**src/rtl/tick_pwm.sv**
```systemverilog
// tick_pwm: PWM generator advanced by the rising edges of a slow, asynchronous tick.
//
// The divided clock on tick_in is synchronised into clk_in, edge-detected, and each
// detected rising edge advances a period counter by one step. A new duty value is
// taken through a valid/ready handshake into a shadow register and only becomes the
// active duty at a period boundary (or at once while idle), so pwm_out never glitches.
//
// Parameters:
//   NBITS       width of the period counter and of the duty value
//   PERIOD      steps per PWM period, 2..2**NBITS
//   SYNC_STAGES flops in the tick_in synchroniser, at least 2
//
// Ports:
//   clk_in        system clock, all state updates on its rising edge
//   reset         synchronous active-low reset
//   tick_in       divided clock, asynchronous to clk_in
//   enable        1 = run, 0 = idle
//   duty_in       requested high time in steps
//   duty_valid    duty_in is valid
//   duty_ready    shadow register free; update accepted on duty_valid & duty_ready
//   pwm_out       registered PWM output
//   period_start  one-cycle strobe at the start of each period
//   step_out      one-cycle strobe per detected tick_in rising edge
//   cnt_out       current period counter value

module tick_pwm #(
    parameter int unsigned NBITS       = 8,
    parameter int unsigned PERIOD      = 100,
    parameter int unsigned SYNC_STAGES = 2
) (
    input  logic             clk_in,
    input  logic             reset,
    input  logic             tick_in,
    input  logic             enable,
    input  logic [NBITS-1:0] duty_in,
    input  logic             duty_valid,
    output logic             duty_ready,
    output logic             pwm_out,
    output logic             period_start,
    output logic             step_out,
    output logic [NBITS-1:0] cnt_out
);

    // Last count of a period. Truncated to NBITS so that PERIOD = 2**NBITS gives
    // the all-ones value and the counter wraps through its natural overflow point.
    localparam logic [NBITS-1:0] LAST_CNT = NBITS'(PERIOD - 1);

    typedef enum logic [0:0] {
        StIdle,
        StRun
    } state_e;

    // ------------------------------------------------------------------------
    // tick_in synchroniser and rising-edge detector
    // ------------------------------------------------------------------------
    logic [SYNC_STAGES-1:0] sync_q;
    logic                   hist_q;
    logic                   step;

    always_ff @(posedge clk_in) begin
        if (!reset) begin
            sync_q <= '0;
            hist_q <= 1'b0;
        end else begin
            sync_q <= {sync_q[SYNC_STAGES-2:0], tick_in};
            hist_q <= sync_q[SYNC_STAGES-1];
        end
    end

    // History clears in reset, so a tick_in held high through reset still produces
    // exactly one step once the synchroniser fills after release.
    assign step = sync_q[SYNC_STAGES-1] & ~hist_q;

    // ------------------------------------------------------------------------
    // Control and datapath state
    // ------------------------------------------------------------------------
    state_e           state_q, state_d;
    logic [NBITS-1:0] cnt_q, cnt_d;
    logic [NBITS-1:0] duty_act_q, duty_act_d;
    logic [NBITS-1:0] shadow_q, shadow_d;
    logic             pending_q, pending_d;
    logic             pwm_q, pwm_d;
    logic             ps_q, ps_d;
    logic             step_out_q, step_out_d;
    logic             accept;

    // The shadow register only takes a value while nothing is pending; a valid
    // presented while busy is simply dropped.
    assign accept = duty_valid & ~pending_q;

    always_ff @(posedge clk_in) begin
        if (!reset) begin
            state_q    <= StIdle;
            cnt_q      <= '0;
            duty_act_q <= '0;
            shadow_q   <= '0;
            pending_q  <= 1'b0;
            pwm_q      <= 1'b0;
            ps_q       <= 1'b0;
            step_out_q <= 1'b0;
        end else begin
            state_q    <= state_d;
            cnt_q      <= cnt_d;
            duty_act_q <= duty_act_d;
            shadow_q   <= shadow_d;
            pending_q  <= pending_d;
            pwm_q      <= pwm_d;
            ps_q       <= ps_d;
            step_out_q <= step_out_d;
        end
    end

    always_comb begin
        state_d    = state_q;
        cnt_d      = cnt_q;
        duty_act_d = duty_act_q;
        shadow_d   = shadow_q;
        pending_d  = pending_q;
        pwm_d      = 1'b0;
        ps_d       = 1'b0;
        step_out_d = step;

        // Accept and the pending-to-active transfers below never coincide: accept
        // needs pending clear, the transfers need it set. An accept on a wrap edge
        // therefore waits for the following wrap.
        if (accept) begin
            shadow_d  = duty_in;
            pending_d = 1'b1;
        end

        unique case (state_q)
            StIdle: begin
                cnt_d = '0;
                // Nothing is being generated, so a pending duty can go live at once.
                if (pending_q) begin
                    duty_act_d = shadow_q;
                    pending_d  = 1'b0;
                end
                if (enable) begin
                    state_d = StRun;
                    // Strobe lands in the first RUN cycle, alongside cnt_out = 0,
                    // matching the timing of a wrap strobe.
                    ps_d    = 1'b1;
                end
            end

            StRun: begin
                if (!enable) begin
                    state_d = StIdle;
                    cnt_d   = '0;
                end else begin
                    // Unsigned compare: duty 0 stays low, duty >= PERIOD stays high.
                    pwm_d = (cnt_q < duty_act_q);
                    if (step) begin
                        if (cnt_q == LAST_CNT) begin
                            cnt_d = '0;
                            ps_d  = 1'b1;
                            if (pending_q) begin
                                duty_act_d = shadow_q;
                                pending_d  = 1'b0;
                            end
                        end else begin
                            cnt_d = cnt_q + NBITS'(1);
                        end
                    end
                end
            end
        endcase
    end

    assign duty_ready   = ~pending_q;
    assign pwm_out      = pwm_q;
    assign period_start = ps_q;
    assign step_out     = step_out_q;
    assign cnt_out      = cnt_q;

endmodule

```
**config.mk**
```make
export PLATFORM = sky130hd
export DESIGN_NAME = tick_pwm
export DESIGN_NICKNAME = d
export VERILOG_FILES = /design/src/rtl/tick_pwm.sv
export SDC_FILE = /design/constraint.sdc
export NUM_CORES = 1
export LEC_CHECK = 0
export CORE_MARGIN = 2
export CORE_UTILIZATION = 50
export CTS_BUF_LIST = sky130_fd_sc_hd__clkbuf_8
export CTS_CLUSTER_DIAMETER = 80
export DETAILED_ROUTE_END_ITERATION = 10
export DONT_BUFFER_PORTS = 1
export GPL_ROUTABILITY_DRIVEN = 1
export PLACE_DENSITY = 0.73
export SLEW_MARGIN = 40
export SYNTH_ARGS = -nofsm -noshare
export SYNTH_HDL_FRONTEND = slang
export SYNTH_SLANG_ARGS = --single-unit
```
**constraint.sdc**
```tcl
create_clock -name clk_in -period 1.47 [get_ports clk_in]
set_input_delay 0.2205 -clock clk_in [delete_from_list [all_inputs] [get_ports clk_in]]
set_output_delay 0.2205 -clock clk_in [all_outputs]
set_load 0.005 [all_outputs]
```
Word-level counts from Yosys, hierarchy flattened
Index checks and enable logic that the tools add are counted.
Word-level totals
  logic and storage cells: 44
  bits of input ports: 13
  output and inout bits: 12
  bits in registers: 32
Operators by class
  eq/ne operators: 5
  bitwise gates (word level): 5
  magnitude comparators: 1
  add/sub/neg operators: 1
  reduce and logical (&&, ||, !) cells: 2
  mux-type cells: 20
Operator list (number)
  $mux W8: 7
  $pmux W8 S2: 2
  $mux W1: 9
  $add A8 B1 Y8 const B: 1
  $eq A8 B7 Y1 const B: 1
  $lt A8 B8 Y1: 1
  $reduce_and A3 Y1: 2
  $ne A2 B2 Y1 const B: 2
  $pmux W1 S2: 2
  $ne A3 B3 Y1 const B: 1
  $not A1 Y1: 3
  $and A1 B1 Y1: 2
  $ne A2 B1 Y1 const B: 1

Longest topological paths before layout
  depth after elaboration: 8
  mapped depth: 6
  gate-level depth less buffers: 5

Worst setup path after synthesis
OpenSTA, ideal clock, no wires.
  path type: register -> register
  from: register cnt_q[0] (netlist: cnt_out[0])
  to: register duty_act_q[5]
  buffers on the path: 1
  period minus slack after synthesis: 1.468 ns
  library setup time: 0.121 ns
  arrival: 1.347 ns
  required time: 1.349 ns
  slack: 0.002 ns
  cell stages (with the launch flop): 7
  cells stage by stage: dfxtp_1 > ha_1 > and3_1 > a32o_2 > buf_6 > nand3_1 > o21ai_0
Between the ends
  cells in the longest elaborated chain, start to end: 3
RTL lines
  start, declared: RTL line 78  | logic [NBITS-1:0] cnt_q, cnt_d;
  start signal, assigned: RTL line 103  | cnt_q <= cnt_d;
  $eq A8 B7 Y1: RTL line 155  | if (cnt_q == LAST_CNT) begin
  $ne A2 B1 Y1 (no line)
  $reduce_and A3 Y1 (no line)
  end signal, assigned: RTL line 104  | duty_act_q <= duty_act_d;
  end, declared: RTL line 79  | logic [NBITS-1:0] duty_act_q, duty_act_d;
Every way passes these cells.
A chain may end at the register's enable or synchronous reset.

Worst setup path in the final report
  from: register cnt_q[3] (netlist: cnt_out[3])
  to: register cnt_q[7] (netlist: cnt_out[7])
Between the ends
  cells in the longest elaborated chain, start to end: 5
  elaborated cells on any way between the ends: 6
RTL lines
  $add A8 B1 Y8 or $eq A8 B7 Y1 (tied branches): RTL line 163, 155
  $mux W8 *: RTL line 155
  $mux W8 *: RTL line 154  | if (step) begin
  $mux W8 *: RTL line 148  | if (!enable) begin
  $pmux W8 S2 *: RTL line 131  | unique case (state_q)
Mark *: on every way between the ends. The rest lies on a longest branch, timed or not. The select of a mux whose other input is x is not followed.

==> metrics.txt <==
# port buffers 0; ranking of synthesized cells by area dfxtp_1 44%, ha_1 7.7%, nand2_1 7.5%; largest net degree at the start of global routing 32; Yosys Warn Count 0; Slew headroom 0.708; drt pass-1 iters 4; asr flop ratio synth 0; RSZ-0062 raised after global routing no; CP Data Arrival Time 1.62 ns; final wirelength a little under 3000 um; Worst Hold Class input port to register; GR peak layer met2; syn avg cell area approximately 8.8 um^2; area grow syn2layout 15.7%; max-cap violation count 0; WS Path Type register to register; endpoints failing setup 0; Final Max Tran Viols 0; R2R Path End cnt_out[7]$_SDFFE_PN0P_; CTS tree done; Worst path max stage delay 0.51 ns; Total GRT Usage 0.193; CP bufs+invs 0; outcome completed; worst slew pin tran between 0.4 and 0.5 ns; Final Hold Viols 0; RePlAce Congestion 0.862; post-DR vias/cell roughly 5.7; Core Util, Final 0.611; CP max stage cell or4_4; Max Buffers Root-to-Sink 2; CP top delay family simple AND/OR/NAND/NOR gates; NumNets Final between 150 and 200; Fin Setup TNS 0 ns; syn_nets roughly 190; DIE AREA 0.00336 mm^2; PD cells around 1100 mW/mm^2; Syn Std Cell Area 0.00146 mm^2; initial core utilization 0.528; htree depth 2; Core Rows 19; GRT Residual Overflow 0; clock sink total 32; ys flop type dfxtp_1; top cell type's share of synthesized area 0.440; Detailed Route Iter0 Violations 58; number of synthesized flops with an enable pin 0; compound-cell area share of the yosys netlist 0.176; register area share after synthesis 0.440; Peak supply drop 0.988 mV; Req. time, crit path 1.69 ns; XOR/XNOR Fraction of Synth Area 0.0301; fin cells roughly 210; CP Launch Type register; met2 Use GR 0.304; CTS Hold Bufs 0; vias around 1200; crit-path cells and2_4, o21ai_2, or4_4, a21oi_2; largest family of logic cells by synthesized area simple AND/OR/NAND/NOR gates; first-pass GRT wire length between 4000 and 5000 um; register bit total from synthesis 32; reg2reg setup slack 0.07 ns; post-DP HPWL 2080 um; hold_sp reset; cell taking the most area after synthesis dfxtp_1; post-route minimum period between 1 and 1.5 ns; clock transition at the registers of the reported paths roughly 0.07 ns; met1 Usage GRT 0.224; Lkg Pwr 0.627 nW; CTS Buf Count 5; Tcrit/Tclk final 0.954; floorplan core area 0.00276 mm^2; Setup crit end kind register; Clock Latency Late Sink about 0.29 ns; DR WL/cell roughly 14 um; post-synthesis adder-cell area fraction 0.0774; io pins 25; reg2reg path depth 4; Post-Synth Simple-Gate Area 0.226; DRT antenna net count 0; count leader, synth dfxtp_1; antenna cells 0; number of library cell types mapped by synthesis 35; layout cell share with drive strength beyond 1 0.181; multiplexer share of the synthesized area 0; Root Driver clkbuf_8; chip height 57.9 um; RR Startpoint cnt_out[3]$_SDFFE_PN0P_; Layout Skew between 0.005 and 0.006 ns; Placed Cells slightly below 200; Mapped Cells about 170; Post-synth top cells 32 x dfxtp_1, 29 x nand2_1, 12 x nand3_1, 12 x o21ai_0, 10 x a21boi_0; chip width 57.9 um; Remaining DRCs 0; Hold EP step_out$_SDFF_PN0_; worst hold path depth 1; FMAX between 700 and 800 MHz; largest fanout on the critical path 4; vias in the first global route around 1100; met3 GRT Util 0.0670; antenna violations before repair 0
==> cells in the final DEF (no fill, tap or decap), types with 2 or more instances in the layout <==
cell type and instances:
nand4_1 2, o31ai_1 2, and2_1 6, a21boi_0 9
o21ai_0 12, dfxtp_1 28, nand3_1 11, clkbuf_8 5
o2111ai_1 2, inv_1 9, ha_1 9, o211ai_1 2
nor3_1 2, a211oi_1 2, dfxtp_2 4, buf_4 10
nand2b_1 2, nor2_1 5, xor2_1 5, nand2_1 29
==> report_power, final <==
group	leakage, nW	switching (W)	total [W]	internal, W
Combinational	0.311	0.0000480	0.0000813	0.0000333
Sequential	0.263	0.0000147	0.000909	0.000894
Clock	0.0541	0.000334	0.000835	0.000501
==> timing repair <==
item,CTS,global route
setup endpoints to repair,0,15
buffers inserted,0,0
gates resized for setup,0,11
==> kinds of logic after synthesis <==
family          after synthesis
xor+xnor                      5
flops                        32
buf+inv                      16
simple gates                 66
fa+ha+maj                     9
compound gates               37
==> registers in the layout, indices dropped and copies added, names as in the netlist <==
name	count
state_q	1
pending_q	1
step_out	1
cnt_out	8
pwm_out	1
hist_q	1
duty_act_q	8
shadow_q	8
sync_q	2
period_start	1
==> final cells by class <==
class | count | area (um^2)
clock inverter | 3 | 42.5
timing repair buffer | 10 | 75.1
tap | 31 | 38.8
sequential | 32 | 646
inverter | 9 | 33.8
clock buffer | 5 | 68.8
multi-input combinational | 118 | 779
fill | 238 | 1070
==> metrics by stage <==
step | setup WS [ns] | hold WS (ns) | power (W) | cell area, um^2
4_1_cts | 0.0115 | 0.0525 | 0.00183 | 1640
3_5_place_dp | 0.0263 | 0.349 | 0.00101 | 1530
2_1_floorplan | 0.00210 | 0.348 | 0.000997 | 1460
6_report | 0.0682 | 0.0571 | 0.00183 | 1680
5_1_grt | 0.0250 | 0.0483 | 0.00189 | 1680
3_3_place_gp | 0.0915 | 0.345 | 0.00100 | 1530
==> routing by layer <==
| layer | share of wire | up-vias |
|---|---|---|
| met3 | 0.061 | 8 |
| met2 | 0.47 | 44 |
| met5 | 0 | - |
| met1 | 0.44 | 538 |
| met4 | 0.024 | 0 |
| li1 | - | 593 |
==> worst max-delay path by stage <==
stage / start / end / depth (start not counted)
floorplan: cnt_out[0]$_SDFFE_PN0P_ / duty_act_q[5]$_SDFFE_PN0P_ / 6
global placement: cnt_out[1]$_SDFFE_PN0P_ / duty_act_q[3]$_SDFFE_PN0P_ / 5
detailed placement: cnt_out[1]$_SDFFE_PN0P_ / duty_act_q[3]$_SDFFE_PN0P_ / 5
CTS: cnt_out[2]$_SDFFE_PN0P_ / duty_act_q[3]$_SDFFE_PN0P_ / 4
global route: cnt_out[3]$_SDFFE_PN0P_ / cnt_out[7]$_SDFFE_PN0P_ / 4
finish: cnt_out[3]$_SDFFE_PN0P_ / cnt_out[7]$_SDFFE_PN0P_ / 4
No activity file was read; power rests on OpenSTA's default activity.
